### config.mk
export PLATFORM = sky130hd
export DESIGN_NAME = race_stopwatch_flat
export DESIGN_NICKNAME = d
export VERILOG_FILES = /design/src/rtl/race_stopwatch_if.sv /design/src/rtl/race_stopwatch.sv /design/src/flat_wrapper.sv
export SDC_FILE = /design/constraint.sdc
export NUM_CORES = 1
export LEC_CHECK = 0
export CAP_MARGIN = 5
export CORE_AREA = 2 2 113 93
export DETAILED_ROUTE_END_ITERATION = 12
export DIE_AREA = 0 0 115 95
export DONT_BUFFER_PORTS = 1
export PLACE_DENSITY = 0.53
export SLEW_MARGIN = 20
export SYNTH_ARGS = -nofsm -noshare
export SYNTH_HDL_FRONTEND = slang
export SYNTH_SLANG_ARGS = --single-unit
### constraint.sdc
create_clock -name clk -period 2.2 [get_ports clk]
set_clock_uncertainty 0.05 [all_clocks]
set_input_delay 0.11 -clock clk [delete_from_list [all_inputs] [get_ports clk]]
set_output_delay 0.11 -clock clk [all_outputs]
set_load 0.005 [all_outputs]
### src/rtl/race_stopwatch_if.sv
// Control and display bundle between the game FSM / tick generator and the
// race stopwatch. The stopwatch is the slave: it consumes tick/start/stop/clear
// and drives the BCD display digits, binary total and status flags.
interface race_stopwatch_if;
  logic        tick;
  logic        start;
  logic        stop;
  logic        clear;
  logic [3:0]  min_t;
  logic [3:0]  min_u;
  logic [3:0]  sec_t;
  logic [3:0]  sec_u;
  logic [3:0]  cs_t;
  logic [3:0]  cs_u;
  logic [18:0] total_cs;
  logic        running;
  logic        overflow;

  modport master (
    output tick, start, stop, clear,
    input  min_t, min_u, sec_t, sec_u, cs_t, cs_u, total_cs, running, overflow
  );

  modport slave (
    input  tick, start, stop, clear,
    output min_t, min_u, sec_t, sec_u, cs_t, cs_u, total_cs, running, overflow
  );
endinterface

### src/rtl/race_stopwatch.sv
// Race stopwatch: counts accepted 100 Hz ticks as BCD mm:ss.cc plus a binary
// centisecond total, saturating at MAX_MIN:59.99.
module race_stopwatch #(
  parameter int MAX_MIN = 59
) (
  input  logic            clk,
  input  logic            rst_n,
  race_stopwatch_if.slave sw
);

  typedef enum logic [1:0] {IDLE, RUN, PAUSE, SAT} state_t;

  typedef struct packed {
    logic [3:0] min_t;
    logic [3:0] min_u;
    logic [3:0] sec_t;
    logic [3:0] sec_u;
    logic [3:0] cs_t;
    logic [3:0] cs_u;
  } time_t;

  localparam logic [3:0] MAX_T = 4'(MAX_MIN / 10);
  localparam logic [3:0] MAX_U = 4'(MAX_MIN % 10);
  localparam time_t      T_MAX = '{MAX_T, MAX_U, 4'd5, 4'd9, 4'd9, 4'd9};

  state_t      state, nxt;
  time_t       tm, tm_inc;
  logic [18:0] total;
  logic        run_q, ovf_q;
  logic        acc, at_max;
  logic        w_csu, w_cst, w_secu, w_sect, w_minu;

  // A tick only counts when we are already running and not being cleared.
  assign acc    = (state == RUN) && sw.tick && !sw.clear;
  assign at_max = (tm == T_MAX);

  // Ripple-carry BCD increment of mm:ss.cc; wrap flags per digit.
  always_comb begin
    w_csu  = (tm.cs_u == 4'd9);
    w_cst  = w_csu && (tm.cs_t == 4'd9);
    w_secu = w_cst && (tm.sec_u == 4'd9);
    w_sect = w_secu && (tm.sec_t == 4'd5);
    w_minu = w_sect && (tm.min_u == 4'd9);
    tm_inc       = tm;
    tm_inc.cs_u  = w_csu ? 4'd0 : tm.cs_u + 4'd1;
    if (w_csu)  tm_inc.cs_t  = w_cst  ? 4'd0 : tm.cs_t  + 4'd1;
    if (w_cst)  tm_inc.sec_u = w_secu ? 4'd0 : tm.sec_u + 4'd1;
    if (w_secu) tm_inc.sec_t = w_sect ? 4'd0 : tm.sec_t + 4'd1;
    if (w_sect) tm_inc.min_u = w_minu ? 4'd0 : tm.min_u + 4'd1;
    if (w_minu) tm_inc.min_t = tm.min_t + 4'd1;
  end

  // Next state: clear beats stop beats start; hitting the limit ends the run.
  always_comb begin
    nxt = state;
    if (sw.clear) begin
      nxt = IDLE;
    end else begin
      case (state)
        IDLE, PAUSE: if (sw.start && !sw.stop) nxt = RUN;
        RUN: begin
          if (acc && at_max) nxt = SAT;
          else if (sw.stop)  nxt = PAUSE;
        end
        SAT:     nxt = SAT;
        default: nxt = IDLE;
      endcase
    end
  end

  // State, status flags and time registers; flags registered alongside state.
  always_ff @(posedge clk or negedge rst_n) begin
    if (!rst_n) begin
      state <= IDLE;
      run_q <= 1'b0;
      ovf_q <= 1'b0;
      tm    <= '0;
      total <= '0;
    end else begin
      state <= nxt;
      run_q <= (nxt == RUN);
      ovf_q <= (nxt == SAT);
      if (sw.clear) begin
        tm    <= '0;
        total <= '0;
      end else if (acc && !at_max) begin
        tm    <= tm_inc;
        total <= total + 19'd1;
      end
    end
  end

  assign sw.min_t    = tm.min_t;
  assign sw.min_u    = tm.min_u;
  assign sw.sec_t    = tm.sec_t;
  assign sw.sec_u    = tm.sec_u;
  assign sw.cs_t     = tm.cs_t;
  assign sw.cs_u     = tm.cs_u;
  assign sw.total_cs = total;
  assign sw.running  = run_q;
  assign sw.overflow = ovf_q;

endmodule
### src/flat_wrapper.sv
// flat-port wrapper written by rule: the top's interface ports become plain ports
module race_stopwatch_flat 
#(
  parameter int MAX_MIN = 59
)
  (clk, rst_n, sw_tick, sw_start, sw_stop, sw_clear, sw_min_t, sw_min_u, sw_sec_t, sw_sec_u, sw_cs_t, sw_cs_u, sw_total_cs, sw_running, sw_overflow);
  race_stopwatch_if sw_i ();
  input  logic clk;
  input  logic rst_n;
  input wire logic [$bits(sw_i.tick)-1:0] sw_tick;
  input wire logic [$bits(sw_i.start)-1:0] sw_start;
  input wire logic [$bits(sw_i.stop)-1:0] sw_stop;
  input wire logic [$bits(sw_i.clear)-1:0] sw_clear;
  output wire logic [$bits(sw_i.min_t)-1:0] sw_min_t;
  output wire logic [$bits(sw_i.min_u)-1:0] sw_min_u;
  output wire logic [$bits(sw_i.sec_t)-1:0] sw_sec_t;
  output wire logic [$bits(sw_i.sec_u)-1:0] sw_sec_u;
  output wire logic [$bits(sw_i.cs_t)-1:0] sw_cs_t;
  output wire logic [$bits(sw_i.cs_u)-1:0] sw_cs_u;
  output wire logic [$bits(sw_i.total_cs)-1:0] sw_total_cs;
  output wire logic [$bits(sw_i.running)-1:0] sw_running;
  output wire logic [$bits(sw_i.overflow)-1:0] sw_overflow;
  assign sw_i.tick = sw_tick;
  assign sw_i.start = sw_start;
  assign sw_i.stop = sw_stop;
  assign sw_i.clear = sw_clear;
  assign sw_min_t = sw_i.min_t;
  assign sw_min_u = sw_i.min_u;
  assign sw_sec_t = sw_i.sec_t;
  assign sw_sec_u = sw_i.sec_u;
  assign sw_cs_t = sw_i.cs_t;
  assign sw_cs_u = sw_i.cs_u;
  assign sw_total_cs = sw_i.total_cs;
  assign sw_running = sw_i.running;
  assign sw_overflow = sw_i.overflow;
  race_stopwatch #(.MAX_MIN(MAX_MIN)) u_core (.clk(clk), .rst_n(rst_n), .sw(sw_i));
endmodule
==> impl_metrics.tcl <==
set metrics [dict create \
    outcome "finished, final reports clean" \
    post-cts-setup-buffer-count 0 \
    setup_viol 0 \
    yosys_register_bits 47 \
    layout_commonest_cell "dfrtp_1" \
    setup-tns-final_ns 0 \
    cts-htree-levels 2 \
    most-common-layout-cells "dfrtp_1, buf_4, nor2_1" \
    maximum_cell_stage_delay_along_the_critical_path_ns 0.44 \
    fp.coreArea_um2 9910 \
    power_per_cell_area_nw_per_um2 540.9 \
    critPathLaunch "u_core.sw.cs_t[0]$_DFFE_PN0P_" \
    compound_cell_area_share_of_the_yosys_netlist_pct 15.50 \
    synthArstFlopShare_pct 100.0 \
    cts_tree "built" \
    cp_max_fo 16 \
    detail_route.wl_per_cell_um 17.88 \
    io_buffers 0 \
    slew_headroom_pct 37.97 \
    worst_slew_pin_slew_ns 0.9273 \
    synthesis.yosys.warnings 0 \
    drt_drc_violations_left 0 \
    timing.critical_path.to_type "flop" \
    number_of_buffers_created_by_cts 5 \
    cp-start-kind "flop" \
    clkTransAtPathRegs_ns 0.07 \
    yosys_most_used_dff "dfrtp_1" \
    arrival_ns 2.21 \
    hold_viol 0 \
    total_routed_length_mm 7.957 \
    ctsRootBufferMaster "clkbuf_16" \
    max-vdd-ir-drop_uv 252.9 \
    cts.sink_count 47 \
    worst_path_max_delay_cell "a2111oi_0" \
    hold_ws_ns 0.01287 \
    fmaxAchievable_mhz 480.3 \
    main_combinational_cell_family_by_area_after_synthesis "simple AND/OR/NAND/NOR gates" \
    layout-area-overhead-vs-synth_pct 18.62 \
    worst_path_class_setup "flop to flop" \
    worstReg2RegEnd "u_core.sw.total_cs[17]$_DFFE_PN0P_" \
    timing.final.crit_share_pct 94.64 \
    die_area_um2 10930 \
    placement_rows 33 \
    routabilityCongestion 0.8139 \
    p_leak_nw 1.467 \
    final_net_count 342 \
    holdPathStages 2 \
    grt.met3_usage_pct 5.456 \
    ant_nets 0 \
    detailedPlacementHpwl_mm 5.545 \
    syn_inst 301 \
    insertedDiodeCount 0 \
    drt-initial-drc-count 149 \
    grt_first_pass_wirelength_mm 12.99 \
    die_h_um 95 \
    post-route-min-period_ns 2.082 \
    nFillCells 1014 \
    worst-r2r-cell-count 6 \
    reg2reg_setup_slack_ns 0.12 \
    worst_hold_path.endpoint "u_core.sw.total_cs[1]$_DFFE_PN0P_" \
    worstPathRequired_ns 2.32 \
    globalRoute.busiestLayer "met2" \
    start_util_pct 29.15 \
    number_of_flops_mapped_to_enable_cells_by_yosys 0 \
    post_layout_nonfiller_instances 445 \
    drt_pass1_iterations 4 \
    finalPower_mw 1.854 \
    gr-usage-met2_pct 22.89 \
    grt_start_max_net_pins 48 \
    crit_path_cell_trace "ha_1, nand3b_1, nor4_4, buf_4, a2111oi_0, mux2_2" \
    path_delay_family "compound AO/OA/AOI/OAI gates" \
    final_layout_size_suffix_gt1_share_pct 19.50 \
    post_drt_via_cell_ratio 5.501 \
    clk-insertion-delay-late_ns 0.29 \
    setup_repair_after_global_routing_missed_its_margin "false" \
    design.portCount 51 \
    number_of_global_route_vias_before_repair 2353 \
    grt_overflow_total 0 \
    worst_hold_startpoint "sw_clear" \
    timing.final.max_slew_violations 0 \
    ys_types 49 \
    drv.max_cap_violation_count 0 \
    synthAdderAreaFrac_pct 5.630 \
    die_w_um 115 \
    timing.hold.worst.class "primary input to flop" \
    vias 2448 \
    post-route-util_pct 34.58 \
    syn_avg_cell_area_um2 9.598 \
    grt.met1_usage_pct 20.75 \
    antenna_violations_before_repair 0 \
    clockBufferDepth 2 \
    grtUsageTotal_pct 15.17 \
    synthMuxAreaShare_pct 8.965 \
    synth_sequential_area_ratio_pct 40.71 \
    synth_area_um2 2889 \
    critical_path.n_buffers_inverters 1 \
    crit-reg2reg-launch "u_core.sw.cs_t[0]$_DFFE_PN0P_" \
    synthXorXnorAreaFrac_pct 0 \
    placed_cells_incl_taps 433 \
    synth_simple_gate_area_share_pct 24.43 \
    syn-num-nets 320 \
]
[cell type report]
class                   count  area (um2)  area share [%]
flip-flops and latches     47        1176           34.32
multi-input cells         221        1590           46.40
clock inverters             2       37.54           1.095
repair buffers             36       300.3           8.762
well taps                 122       152.6           4.454
inverters                  12       45.04           1.314
clock buffers               5       125.1           3.651
[worst max path at each step]
stage / slack [ns] / end / cells past startpoint
finish: 0.12 / u_core.sw.total_cs[17]$_DFFE_PN0P_ / 6
global route: 0.002 / u_core.sw.min_u[0]$_DFFE_PN0P_ / 6
CTS: 0.10 / u_core.sw.total_cs[17]$_DFFE_PN0P_ / 7
detailed placement: 0.12 / u_core.sw.total_cs[17]$_DFFE_PN0P_ / 7
global placement: 0.11 / u_core.sw.total_cs[17]$_DFFE_PN0P_ / 7
floorplan: 0.17 / u_core.sw.total_cs[17]$_DFFE_PN0P_ / 6
[cells by family (layout without fill, tap and decap cells)]
| group | Yosys count | after routing |
|---|---|---|
| simple gates | 120 | 120 |
| compound gates | 64 | 64 |
| flops | 47 | 47 |
| buf+inv | 33 | 55 |
| mux | 24 | 24 |
| fa+ha+maj | 13 | 13 |
[through the flow]
stage / instance area [um2] / setup slack [ns]
6_report: 3427 / 0.1180
3_5_place_dp: 3188 / 0.1233
4_1_cts: 3418 / 0.1032
3_3_place_gp: 3188 / 0.1135
5_1_grt: 3427 / 0.002496
2_1_floorplan: 2889 / 0.1737
[routing by layer]
| metal | wire (um) | up-vias |
|---|---|---|
| li1 | - | 1164 |
| met1 | 3781 | 1224 |
| met2 | 3506 | 54 |
| met3 | 593 | 6 |
| met4 | 76 | 0 |
| met5 | 0 | - |
[sequential cells by signal, summed over array words and instances (netlist names)]
name,flops
u_core.state,2
u_core.sw.cs_t,4
u_core.sw.cs_u,4
u_core.sw.min_t,4
u_core.sw.min_u,4
u_core.sw.overflow,1
u_core.sw.running,1
u_core.sw.sec_t,4
u_core.sw.sec_u,4
u_core.sw.total_cs,19
[report_power, final]
group | switching, mW | internal, mW | leakage (nW) | total [mW]
Combinational | 0.0650 | 0.0447 | 0.738 | 0.110
Sequential | 0.00750 | 0.874 | 0.653 | 0.882
Clock | 0.332 | 0.530 | 0.0759 | 0.862
Total | 0.405 | 1.45 | 1.47 | 1.85
[cell usage after synthesis, types with 2 or more instances]
cell type / n / area, um2
buf_2: 8 / 40.04
dfrtp_1: 47 / 1176
nand3_1: 14 / 70.07
mux2i_1: 9 / 90.09
or4_1: 4 / 30.03
a31oi_1: 3 / 18.77
o31ai_1: 6 / 45.04
and4_1: 3 / 26.28
a2111oi_2: 2 / 30.03
o22ai_1: 2 / 12.51
a2111oi_0: 3 / 26.28
nor2b_1: 13 / 81.33
and3_1: 2 / 12.51
nand3b_1: 6 / 45.04
a21oi_1: 16 / 80.08
o32ai_1: 2 / 17.52
a211oi_1: 10 / 75.07
or3_1: 5 / 31.28
o2111ai_1: 3 / 26.28
nor4_1: 3 / 18.77
and3b_1: 5 / 43.79
nor3_1: 6 / 30.03
inv_1: 12 / 45.04
nor2_1: 21 / 78.83
clkbuf_1: 11 / 41.29
o211ai_1: 3 / 22.52
nand4_1: 10 / 62.56
mux2_2: 14 / 157.7
o311ai_0: 2 / 17.52
nand2_1: 17 / 63.81
o21ai_0: 9 / 45.04
ha_1: 13 / 162.7
[timing repair]
item,in CTS,in global routing
endpoints found under the hold margin,69,0
hold buffers,5,0
resized for setup,0,1
setup endpoints to repair,0,13
Power figures use the tool's default switching activity.
